$ cat config.mk
export PLATFORM = sky130hd
export DESIGN_NAME = axil_single_master
export DESIGN_NICKNAME = d
export VERILOG_FILES = /design/src/rtl/axil_single_master_pkg.sv /design/src/rtl/axil_single_master.sv
export SDC_FILE = /design/constraint.sdc
export NUM_CORES = 1
export LEC_CHECK = 0
export CAP_MARGIN = 20
export CORE_ASPECT_RATIO = 1.5
export CORE_MARGIN = 1.5
export CORE_UTILIZATION = 42
export CTS_CLUSTER_SIZE = 16
export DETAILED_ROUTE_END_ITERATION = 8
export PLACE_DENSITY_LB_ADDON = 0.1
export SLEW_MARGIN = 20
export SYNTH_ARGS = -nofsm -noshare
export SYNTH_HDL_FRONTEND = slang
export SYNTH_SLANG_ARGS = --single-unit
$ cat constraint.sdc
create_clock -name i_clk -period 5.3 [get_ports i_clk]
set_clock_uncertainty 0.2 [all_clocks]
set_input_delay 0.53 -clock i_clk [delete_from_list [all_inputs] [get_ports i_clk]]
set_output_delay 0.53 -clock i_clk [all_outputs]
set_load 0.02 [all_outputs]
$ cat src/rtl/axil_single_master_pkg.sv
// Shared types and constants for the single-outstanding AXI-lite master.
// Holds the controller state encoding, the AXI response codes and the
// fixed protection value driven on AWPROT/ARPROT.
package axil_single_master_pkg;

    // Controller states; one transaction is in flight at any time
    typedef enum logic [2:0] {
        IDLE   = 3'd0,
        WRITE  = 3'd1,
        WRESP  = 3'd2,
        READ   = 3'd3,
        RRESP  = 3'd4,
        RETURN = 3'd5
    } state_t;

    // AXI xRESP encodings
    localparam logic [1:0] RESP_OKAY   = 2'b00;
    localparam logic [1:0] RESP_EXOKAY = 2'b01;
    localparam logic [1:0] RESP_SLVERR = 2'b10;
    localparam logic [1:0] RESP_DECERR = 2'b11;

    // Unprivileged, secure, data access
    localparam logic [2:0] PROT_DEFAULT = 3'b000;

    // Anything other than OKAY is reported upstream as an error
    function automatic logic respIsError(input logic [1:0] resp);
        return (resp != RESP_OKAY);
    endfunction

endpackage

$ cat src/rtl/axil_single_master.sv
// axil_single_master
// Bridges a simple valid/ready command/response port onto an AXI-lite
// master interface, keeping at most one AXI transaction outstanding.
// The AW and W channels are tracked by independent valid registers so
// the two handshakes may complete in either order or together.
//
// Optional build macro: AXIL_SINGLE_MASTER_LOWPOWER_EN
//   When defined, AXI payloads and the response payload are forced to
//   zero whenever their VALID is low, reducing toggling on idle buses.
//   When undefined, payloads hold their last value. Handshake timing is
//   the same in both builds.
module axil_single_master
    import axil_single_master_pkg::*;
#(
    parameter int C_AXI_ADDR_WIDTH = 4,
    parameter int C_AXI_DATA_WIDTH = 32
) (
    input  logic                          i_clk,
    input  logic                          i_reset,

    // Command port
    input  logic                          i_cmd_valid,
    output logic                          o_cmd_ready,
    input  logic                          i_cmd_we,
    input  logic [C_AXI_ADDR_WIDTH-1:0]   i_cmd_addr,
    input  logic [C_AXI_DATA_WIDTH-1:0]   i_cmd_data,
    input  logic [C_AXI_DATA_WIDTH/8-1:0] i_cmd_strb,

    // Response port
    output logic                          o_rsp_valid,
    input  logic                          i_rsp_ready,
    output logic [C_AXI_DATA_WIDTH-1:0]   o_rsp_data,
    output logic                          o_rsp_err,

    // AXI-lite write address channel
    output logic                          M_AXI_AWVALID,
    input  logic                          M_AXI_AWREADY,
    output logic [C_AXI_ADDR_WIDTH-1:0]   M_AXI_AWADDR,
    output logic [2:0]                    M_AXI_AWPROT,

    // AXI-lite write data channel
    output logic                          M_AXI_WVALID,
    input  logic                          M_AXI_WREADY,
    output logic [C_AXI_DATA_WIDTH-1:0]   M_AXI_WDATA,
    output logic [C_AXI_DATA_WIDTH/8-1:0] M_AXI_WSTRB,

    // AXI-lite write response channel
    input  logic                          M_AXI_BVALID,
    output logic                          M_AXI_BREADY,
    input  logic [1:0]                    M_AXI_BRESP,

    // AXI-lite read address channel
    output logic                          M_AXI_ARVALID,
    input  logic                          M_AXI_ARREADY,
    output logic [C_AXI_ADDR_WIDTH-1:0]   M_AXI_ARADDR,
    output logic [2:0]                    M_AXI_ARPROT,

    // AXI-lite read data channel
    input  logic                          M_AXI_RVALID,
    output logic                          M_AXI_RREADY,
    input  logic [C_AXI_DATA_WIDTH-1:0]   M_AXI_RDATA,
    input  logic [1:0]                    M_AXI_RRESP
);

    localparam int STRB_W = C_AXI_DATA_WIDTH / 8;

    state_t                        state_q,   state_d;
    logic                          awValid_q, awValid_d;
    logic                          wValid_q,  wValid_d;
    logic                          arValid_q, arValid_d;
    logic [C_AXI_ADDR_WIDTH-1:0]   awAddr_q,  awAddr_d;
    logic [C_AXI_DATA_WIDTH-1:0]   wData_q,   wData_d;
    logic [STRB_W-1:0]             wStrb_q,   wStrb_d;
    logic [C_AXI_ADDR_WIDTH-1:0]   arAddr_q,  arAddr_d;
    logic [C_AXI_DATA_WIDTH-1:0]   rspData_q, rspData_d;
    logic                          rspErr_q,  rspErr_d;

    // State and payload registers; reset abandons any transaction in flight
    always_ff @(posedge i_clk) begin
        if (i_reset) begin
            state_q   <= IDLE;
            awValid_q <= 1'b0;
            wValid_q  <= 1'b0;
            arValid_q <= 1'b0;
            awAddr_q  <= '0;
            wData_q   <= '0;
            wStrb_q   <= '0;
            arAddr_q  <= '0;
            rspData_q <= '0;
            rspErr_q  <= 1'b0;
        end else begin
            state_q   <= state_d;
            awValid_q <= awValid_d;
            wValid_q  <= wValid_d;
            arValid_q <= arValid_d;
            awAddr_q  <= awAddr_d;
            wData_q   <= wData_d;
            wStrb_q   <= wStrb_d;
            arAddr_q  <= arAddr_d;
            rspData_q <= rspData_d;
            rspErr_q  <= rspErr_d;
        end
    end

    // Next-state logic: accept a command, run its AXI handshakes, hand the result back
    always_comb begin
        state_d   = state_q;
        awValid_d = awValid_q;
        wValid_d  = wValid_q;
        arValid_d = arValid_q;
        awAddr_d  = awAddr_q;
        wData_d   = wData_q;
        wStrb_d   = wStrb_q;
        arAddr_d  = arAddr_q;
        rspData_d = rspData_q;
        rspErr_d  = rspErr_q;

        case (state_q)
            IDLE: begin
                if (i_cmd_valid) begin
                    if (i_cmd_we) begin
                        awAddr_d  = i_cmd_addr;
                        wData_d   = i_cmd_data;
                        wStrb_d   = i_cmd_strb;
                        awValid_d = 1'b1;
                        wValid_d  = 1'b1;
                        state_d   = WRITE;
                    end else begin
                        arAddr_d  = i_cmd_addr;
                        arValid_d = 1'b1;
                        state_d   = READ;
                    end
                end
            end

            WRITE: begin
                if (awValid_q && M_AXI_AWREADY) begin
                    awValid_d = 1'b0;
                end
                if (wValid_q && M_AXI_WREADY) begin
                    wValid_d = 1'b0;
                end
                if (!awValid_d && !wValid_d) begin
                    state_d = WRESP;
                end
            end

            WRESP: begin
                if (M_AXI_BVALID) begin
                    rspData_d = '0;
                    rspErr_d  = respIsError(M_AXI_BRESP);
                    state_d   = RETURN;
                end
            end

            READ: begin
                if (M_AXI_ARREADY) begin
                    arValid_d = 1'b0;
                    state_d   = RRESP;
                end
            end

            RRESP: begin
                if (M_AXI_RVALID) begin
                    rspData_d = M_AXI_RDATA;
                    rspErr_d  = respIsError(M_AXI_RRESP);
                    state_d   = RETURN;
                end
            end

            RETURN: begin
                if (i_rsp_ready) begin
                    state_d = IDLE;
                end
            end

            default: begin
                state_d   = IDLE;
                awValid_d = 1'b0;
                wValid_d  = 1'b0;
                arValid_d = 1'b0;
            end
        endcase
    end

    assign o_cmd_ready   = (state_q == IDLE);
    assign o_rsp_valid   = (state_q == RETURN);
    assign M_AXI_BREADY  = (state_q == WRESP);
    assign M_AXI_RREADY  = (state_q == RRESP);

    assign M_AXI_AWVALID = awValid_q;
    assign M_AXI_WVALID  = wValid_q;
    assign M_AXI_ARVALID = arValid_q;
    assign M_AXI_AWPROT  = PROT_DEFAULT;
    assign M_AXI_ARPROT  = PROT_DEFAULT;

`ifdef AXIL_SINGLE_MASTER_LOWPOWER_EN
    assign M_AXI_AWADDR  = awValid_q ? awAddr_q : '0;
    assign M_AXI_WDATA   = wValid_q  ? wData_q  : '0;
    assign M_AXI_WSTRB   = wValid_q  ? wStrb_q  : '0;
    assign M_AXI_ARADDR  = arValid_q ? arAddr_q : '0;
    assign o_rsp_data    = o_rsp_valid ? rspData_q : '0;
    assign o_rsp_err     = o_rsp_valid & rspErr_q;
`else
    assign M_AXI_AWADDR  = awAddr_q;
    assign M_AXI_WDATA   = wData_q;
    assign M_AXI_WSTRB   = wStrb_q;
    assign M_AXI_ARADDR  = arAddr_q;
    assign o_rsp_data    = rspData_q;
    assign o_rsp_err     = rspErr_q;
`endif

endmodule

==> Word-level counts from Yosys, hierarchy flattened <==
Index checks and enable logic that the tools add are counted.
{ "totals": {"wordCells": 69, "register_bits": 83, "inputBits": 86, "out_inout_bits": 90} }
{ "classes": {"n_bitwise": 3, "n_eq_ne": 13, "muxes": 26, "n_reduce_logical": 17} }
{ "op_table": {"columns": ["cell", "n"], "rows": [
  ["32-bit 2-to-1 mux", 2],
  ["32-bit case mux with 2 select lines", 1],
  ["3-bit 2-to-1 mux", 6],
  ["3-bit case mux with 6 select lines", 1],
  ["2-bit != test (second input constant)", 6],
  ["3-bit AND reduction", 4],
  ["1-bit 2-to-1 mux", 11],
  ["1-bit case mux with 3 select lines", 3],
  ["4-bit OR reduction", 2],
  ["3-bit by 2-bit equality test with 1-bit output (second input constant)", 2],
  ["3-bit equality test (second input constant)", 2],
  ["6-bit AND reduction", 1],
  ["2-bit nonzero test", 3],
  ["2-bit by 1-bit != test with 1-bit output (second input constant)", 2],
  ["4-bit AND reduction", 1],
  ["3-bit by 1-bit equality test with 1-bit output (second input constant)", 1],
  ["1-bit logical AND", 3],
  ["3-bit logical NOT", 1],
  ["1-bit NOT", 3],
  ["1-bit logical NOT", 2],
  ["2-bit 2-to-1 mux", 1],
  ["1-bit case mux with 2 select lines", 1]
]} }

==> Logic depth before layout (Yosys ltp) <==
Gate-level depths: netlist of run 1.
{ "depth": {"depth_word": 7, "depth_mapped": 7, "ltp_nobuf": 5} }

==> Least setup slack after synthesis of run 1 <==
No wires, ideal clock.
{ "synth_path": {"path_type": "register -> output", "start": "register state_q[1]", "end": "output port M_AXI_BREADY", "path_slack_ps": 3443, "arrival_ps": 1127, "n_path_buf": 1, "path_stages_with_launch": 4, "required_ps": 4570, "path_cell_list": "dfxtp_1 > buf_6 > inv_1 > nor3_1"} }
{ "synth_via": {"elab_chain_cells": 1} }
{ "synth_lines": {"columns": ["element", "line", "rtl"], "rows": [
  ["start, declared", "axil_single_master.sv:67", "state_t state_q, state_d;"],
  ["start signal, assigned", "axil_single_master.sv:92", "state_q <= state_d;"],
  ["3-bit by 2-bit equality test with 1-bit output", "axil_single_master.sv:188", "assign M_AXI_BREADY = (state_q == WRESP);"],
  ["end, declared", "axil_single_master.sv:49", "output logic M_AXI_BREADY,"]
]} }
No other way between the ends.

==> Worst setup path after layout of run 1 <==
{ "layout_path": {"start": "register state_q[2]", "end": "output port o_rsp_valid"} }
{ "layout_via": {"elab_chain_cells": 1} }
{ "layout_lines": {"columns": ["element", "line", "rtl"], "rows": [
  ["3-bit equality test", "axil_single_master.sv:187", "assign o_rsp_valid = (state_q == RETURN);"],
  ["end, declared", "axil_single_master.sv:30", "output logic o_rsp_valid,"]
]} }
No other way between the ends.

==> results of run 1 <==
==> flip-flops by register name, summed over array words and instances, names as in the netlist <==
register	cells
M_AXI_WDATA	32
M_AXI_ARADDR	4
M_AXI_ARVALID	1
o_rsp_data	32
M_AXI_AWADDR	4
M_AXI_WSTRB	4
o_rsp_err	1
M_AXI_WVALID	1
M_AXI_AWVALID	1
state_q	3
==> synthesized netlist by cell type <==
| cell type | count | area [sq um] |
|---|---|---|
| buf_4 | 8 | 60.1 |
| nand3b_1 | 3 | 22.5 |
| nor2_8 | 1 | 20.0 |
| a2111oi_0 | 1 | 8.76 |
| clkbuf_1 | 9 | 33.8 |
| nor3_1 | 3 | 15.0 |
| a22oi_2 | 11 | 138 |
| nor2b_1 | 5 | 31.3 |
| buf_2 | 7 | 35.0 |
| a31oi_1 | 1 | 6.26 |
| mux2_4 | 1 | 15.0 |
| dfxtp_1 | 83 | 1660 |
| ha_1 | 1 | 12.5 |
| or3b_1 | 1 | 8.76 |
| a22oi_1 | 22 | 165 |
| a21oi_1 | 40 | 200 |
| o211ai_1 | 1 | 7.51 |
| and2_1 | 1 | 6.26 |
| nor2_1 | 40 | 150 |
| a32oi_4 | 1 | 27.5 |
| mux2i_1 | 6 | 60.1 |
| a211o_1 | 1 | 8.76 |
| o21ai_0 | 2 | 10.0 |
| conb_1 | 1 | 3.75 |
| o2111ai_1 | 1 | 8.76 |
| buf_6 | 10 | 113 |
| or3_4 | 1 | 11.3 |
| nor4b_4 | 2 | 47.6 |
| o21a_1 | 2 | 15.0 |
| nand2_1 | 88 | 330 |
| nor2_4 | 1 | 11.3 |
| nor3b_2 | 1 | 12.5 |
| a21oi_2 | 1 | 8.76 |
| o22ai_1 | 2 | 12.5 |
| inv_1 | 5 | 18.8 |
| nand4_4 | 1 | 21.3 |
| inv_4 | 1 | 6.26 |
| a21oi_4 | 1 | 16.3 |
| nand3_1 | 1 | 5.00 |
| a21o_1 | 1 | 7.51 |
| a311oi_1 | 1 | 8.76 |
==> metrics by stage <==
| step | total power, mW | cell area (sq um) |
|---|---|---|
| floorplan | 1.32 | 3380 |
| global placement | 1.55 | 4980 |
| detailed placement | 1.57 | 4980 |
| CTS | 2.16 | 5270 |
| global route | 2.25 | 5270 |
| finish | 2.13 | 5270 |
==> critical path: stages (launching register included) <==
cell and delay, ns:
dfxtp_1 0.65, nor2b_1 0.31, and2_1 0.16, clkdlybuf4s50_1 0.61
==> power by group through the flow <==
stage / clock, mW / combinational [mW] / sequential [mW]
6_report: 0.577 / 0.764 / 0.785
5_1_grt: 0.621 / 0.828 / 0.798
4_1_cts: 0.594 / 0.775 / 0.786
3_5_place_dp: 0 / 0.770 / 0.798
3_3_place_gp: 0 / 0.760 / 0.795
2_1_floorplan: 0 / 0.477 / 0.844
==> final timing paths <==
kind	startpoint	to	depth (start not counted)
worst max-delay path	state_q[2]	o_rsp_valid	3
worst min-delay path	M_AXI_WDATA[0]	M_AXI_WDATA[0]	2
worst max register to register	state_q[0]	M_AXI_WDATA[17]	4
worst min register to register	M_AXI_WDATA[0]	M_AXI_WDATA[0]	2
==> logic make-up (layout without fill, tap and decap cells) <==
group / count (synthesis) / in the layout
simple gates: 149 / 149
compound gates: 89 / 89
flops: 83 / 83
buf+inv: 40 / 195
mux: 7 / 7
fa+ha+maj: 1 / 1
other cells: 1 / 6
==> per-layer routing <==
metal	wire length (microns)	global-route usage, %
met5	0	0
met1	3550	23.3
met4	248	12.3
met2	4100	33.2
met3	583	5.77
==> area by class of cell <==
class / count / area, sq um / area share [%]
clock buffers: 12 / 256 / 4.87
clock inverters: 4 / 25.0 / 0.475
inverters: 6 / 25.0 / 0.475
multi-input cells: 252 / 1450 / 27.6
flip-flops and latches: 83 / 1660 / 31.6
well taps: 102 / 128 / 2.42
repair buffers: 173 / 1720 / 32.6
==> summary.txt, run 1 <==
Outcome
  • Status: finished clean

Timing
  • Slew @ Worst Pin: 0.910 ns
  • Endpoints failing hold: 0
  • Pins over their slew limit: 0
  • Fmax: 358 MHz
  • RSZ-0062 raised after global routing: no
  • Final period util: between 50% and 60%
  • Final min period: around 2.8 ns
  • Final setup margin: 2.51 ns
  • Final hold slack: 0.251 ns
  • Final setup violating endpoints: 0
  • Rel. slew slack: between 30% and 40%
  • Final setup TNS: 0 ns

Worst setup path
  • Max FO, Critical Path: 13
  • CP arrival: around 2.1 ns
  • CP startpoint kind: register
  • Crit. End Element: primary output
  • Worst R2R Setup Slack: between 3 and 4 ns
  • Critical Path RT: 4.57 ns
  • Worst setup path category: reg -> out

CTS
  • Clock root buffer master: clkbuf_16
  • Max clock buf depth: 2
  • Skew-Pair Late Insertion Delay: roughly 0.33 ns
  • Clock transition at path regs: around 0.06 ns
  • Clk sinks: 83
  • CTS resizes: 0
  • CTS tree: done
  • Htree depth: 3
  • Inserted Clock Buffers: 9
  • Post-CTS Setup Repair Bufs: 0
  • Post-CTS Hold Fix Bufs: 0

Floorplan
  • Ports: between 150 and 200
  • Core area: between 7000 and 8000 sq um
  • Die Area: about 8600 sq um
  • Die W: approximately 76 microns
  • Cell Rows: 39
  • Die H: around 110 microns
  • Initial core utilization: 43.6%

Yosys
  • Synth Cell Area: between 3000 and 4000 sq um
  • Synthesis-stage register bit count: 83
  • Syn. warnings: 0
  • Mux contribution to synthesized area: 2.23%
  • Yosys cell types: 41
  • Synth Area in Simple Gates: approximately 21%
  • Syn_area_per_cell: between 9 and 10 sq um
  • Synth Area in XOR/XNOR: 0%
  • Sequential area share after synthesis: just under 50%
  • Fraction of the mapped netlist area in adder cells: less than 1%
  • Compound-gate portion of the synthesized area: between 10% and 20%
  • Main combinational cell family by area after synthesis: simple AND/OR/NAND/NOR gates
  • Cells after synthesis: 370

Global routing
  • GRT Util Overall: approximately a fifth
  • First-pass GRT wire length: 13.8 mm
  • Vias in the first global route: around 2900
  • Initial antenna violation count: 0
  • Largest net degree at the start of global routing: about 50
  • GRT Residual Overflow: 0

Pwr
  • Worst VDD drop: approximately 270 uV
  • Net Sw Frac: around a third
  • Seq pwr share: between 30 and 40%
  • Sw Pwr: between 0.7 and 0.8 mW
  • Clk pwr share: between 20% and 30%
  • P_int: between 1 and 1.5 mW
  • Comb pwr share: a little over a third
  • Leak Pwr: 1.86 nW
  • PD cells: between 400 and 500 nW/um^2

Place
  • DP Cell Count: 616
  • Pre-CTS setup slack: roughly 2.7 ns
  • Gpl congestion: 0.736
  • I/O Buffers: ~170
  • HPWL reported at the end of detailed placement: approximately 6.0 mm

Cells and area
  • Core Util, Final: 68.3%
  • Final #Nets: 612
  • Number of fill cells: between 600 and 700
  • Layout cells sized above 1: 8.11%
  • Most frequent cells in the layout: clkdlybuf4s50_1 (168), nand2_1 (88), dfxtp_1 (83)
  • Commonest non-fill, non-tap cell in the layout: clkdlybuf4s50_1
  • Ant diodes: 0
  • Area growth from synthesis to layout: 56.6%
  • Post-Layout Cell Count: approximately 630

Routing
  • Routed vias: approximately 3000
  • Drt via density: ~4.8
  • First-pass DRT Iterations: 4
  • Drt total wl: 8.48 mm
  • Routed len/inst: between 10 and 15 microns
  • Antenna Violating Nets Remaining: 0
  • Drt initial violations: between 90 and 100
  • DRC: 0

Job
  • Max-cap violations: 0

Min path
  • HP Class: reg -> reg
(Power assumes the default switching activity.)
==> run 2: changes to the inputs <==
- CORE_UTILIZATION: 42 -> 36
- clock period: 5.3 -> 2.41 ns (I/O delays scaled with it)
==> run 2 against run 1 <==
First-iteration DRC count is 47% lower. Highest routed layer unchanged. Critical endpoint unchanged. Sequential cell count stayed put. Setup slack worse by 2.4 ns. Count of clock-buffer cells in the layout is 1 lower. Final cell count is 2.1% higher.
==> summary.txt, run 2 (synthesized netlist as in run 1, its figures left out) <==
Global routing
  • First-pass GRT wire length: 13.5 mm (was 13.8 mm)
  • GRT Util Overall: 17.8% (was 20.2%)
  • GRT Residual Overflow: 0 (unchanged)
  • Largest net degree at the start of global routing: 71 (was 51)
  • Met3 Track Usage GR: 7.29% (was 5.77%)
  • Met2 Use GR: 29.3% (was 33.2%)
  • Met1 Usage GRT: 19.4% (was 23.3%)
  • GR peak layer: met2 (unchanged)
  • Initial antenna violation count: 0 (unchanged)
  • Vias in the first global route: 2858 (was 2903)

Worst setup path
  • Max FO, Critical Path: 13 (unchanged)
  • CP delay by family, top: buffers and inverters (was flip-flops)
  • Worst-path cell chain: nor2b_1, and2_1, clkdlybuf4s50_1 (unchanged)
  • CP max stage delay: 0.61 ns (was 0.65 ns)
  • CP startpoint kind: register (unchanged)
  • CP bufs+invs: 1 (unchanged)
  • CP arrival: 1.85 ns (was 2.06 ns)
  • Worst path slowest cell: clkdlybuf4s50_1 (was dfxtp_1)
  • Critical Path RT: 1.97 ns (was 4.57 ns)
  • Crit. End Element: primary output (unchanged)
  • Worst setup path category: reg -> out (unchanged)

Place
  • Gpl congestion: 0.792 (was 0.736)
  • Pre-CTS setup slack: 0.293 ns (was 2.71 ns)
  • I/O Buffers: 169 (unchanged)
  • HPWL reported at the end of detailed placement: 6.16 mm (was 6.01 mm)

Routing
  • Drt initial violations: 51 (was 97)
  • DRC: 0 (unchanged)
  • Antenna Violating Nets Remaining: 0 (unchanged)
  • Drt total wl: 8.68 mm (was 8.48 mm)
  • First-pass DRT Iterations: 4 (unchanged)
  • Routed len/inst: 13.5 microns (was 13.4 microns)
  • Drt via density: 4.82 (was 4.81)
  • Routed vias: 3112 (was 3038)

CTS
  • Htree depth: 3 (unchanged)
  • CTS tree: done (unchanged)
  • Clock transition at path regs: 0.06 ns (about the same)
  • Clock root buffer master: clkbuf_16 (unchanged)
  • Inserted Clock Buffers: 9 (unchanged)
  • Max clock buf depth: 2 (unchanged)
  • Clk sinks: 83 (unchanged)
  • Skew-Pair Late Insertion Delay: 0.33 ns (about the same)

Floorplan
  • Die W: 81.9 microns (was 76.1 microns)
  • Initial core utilization: 36.8% (was 43.6%)
  • Die Area: 9940 sq um (was 8560 sq um)
  • Ports: 176 (unchanged)
  • Cell Rows: 43 (was 39)
  • Die H: 121 microns (was 113 microns)
  • Core area: 9150 sq um (was 7710 sq um)

Timing
  • Final min period: around 2.3 ns
  • Final period util: 95.1%
  • Final setup violating endpoints: 0 (unchanged)
  • RSZ-0062 raised after global routing: no (unchanged)
  • Final setup margin: 0.119 ns (was 2.51 ns)
  • Endpoints failing hold: 0 (unchanged)
  • Fmax: roughly 440 MHz
  • Pins over their slew limit: 0 (unchanged)
  • Final setup TNS: 0 ns (unchanged)
  • Final hold slack: 0.0910 ns (was 0.251 ns)

Pwr
  • Worst VDD drop: 424 uV (was 270 uV)
  • Leak Pwr: 1.91 nW (was 1.86 nW)
  • Power Total: 4.72 mW (was 2.13 mW)
  • PD cells: 883 nW/um^2 (was 404 nW/um^2)

Min path
  • HP Class: in -> reg (was reg -> reg)

Cells and area
  • Commonest non-fill, non-tap cell in the layout: clkdlybuf4s50_1 (unchanged)
  • Number of fill cells: 852 (was 696)
  • Most frequent cells in the layout: clkdlybuf4s50_1 (167), nand2_1 (88), dfxtp_1 (82) (was clkdlybuf4s50_1 (168), nand2_1 (88), dfxtp_1 (83))
  • Final #Nets: 617 (was 612)
  • Area growth from synthesis to layout: 58.9% (was 56.6%)
  • Ant diodes: 0 (unchanged)
  • Layout cells sized above 1: 9.01% (was 8.11%)

Outcome
  • Status: finished clean (unchanged)

Job
  • Max-cap violations: 0 (unchanged)
run 2: area by class of cell:
| cell class | count | area (sq um) | area share, % |
|---|---|---|---|
| Timing Repair Buffer | 178 | 1790 | 33.6 |
| Sequential cell | 83 | 1660 | 31.1 |
| Multi-Input combinational cell | 252 | 1450 | 27.2 |
| Clock buffer | 11 | 253 | 4.73 |
| Tap cell | 112 | 140 | 2.62 |
| Inverter | 6 | 25.0 | 0.468 |
| Clock inverter | 3 | 15.0 | 0.281 |
run 2: metal layers:
metal,up-vias,share of wire (%),wire (microns)
met5,-,0,0
met4,0,1.9,168
met3,12,9.3,809
met2,108,49,4270
met1,1438,39,3420
li1,1554,-,-
run 2: worst paths after layout:
check | startpoint | to | slack (ns) | depth (start not counted)
max | state_q[2] | o_rsp_valid | 0.12 | 3
min | i_reset | M_AXI_WDATA[4] | 0.09 | 2
max reg2reg | state_q[2] | M_AXI_WVALID | 0.47 | 5
min reg2reg | M_AXI_WDATA[4] | M_AXI_WDATA[4] | 0.25 | 2
run 2: metrics by stage:
step           std cells  utilization (%)  area [sq um]
6_report             645             58.4          5340
5_1_grt              645             58.4          5340
4_1_cts              645             58.4          5340
3_5_place_dp         631             55.4          5070
3_3_place_gp         631             55.4          5070
2_1_floorplan        375                -          3380
run 2: report_power, final:
part	leakage, nW	internal, mW	total, mW	switching (mW)
Sequential	0.674	1.55	1.69	0.143
Clock	0.137	0.736	1.23	0.494
Combinational	1.10	0.864	1.80	0.933
Total	1.91	3.15	4.72	1.57
run 2: repair_timing:
| action | in CTS | in global routing |
|---|---|---|
| buffers inserted | 0 | 0 |
| setup endpoints to repair | 2 | 1 |
| hold buffers | 0 | 0 |
| cloned | 0 | 0 |
| gates resized for setup | 1 | 1 |
run 2: worst register-to-register path, stage by stage (launching register included):
cell	delay (ns)
dfxtp_2	0.49
inv_1	0.15
ha_1	0.34
a21oi_4	0.15
or3b_1	0.38
o22ai_1	0.16
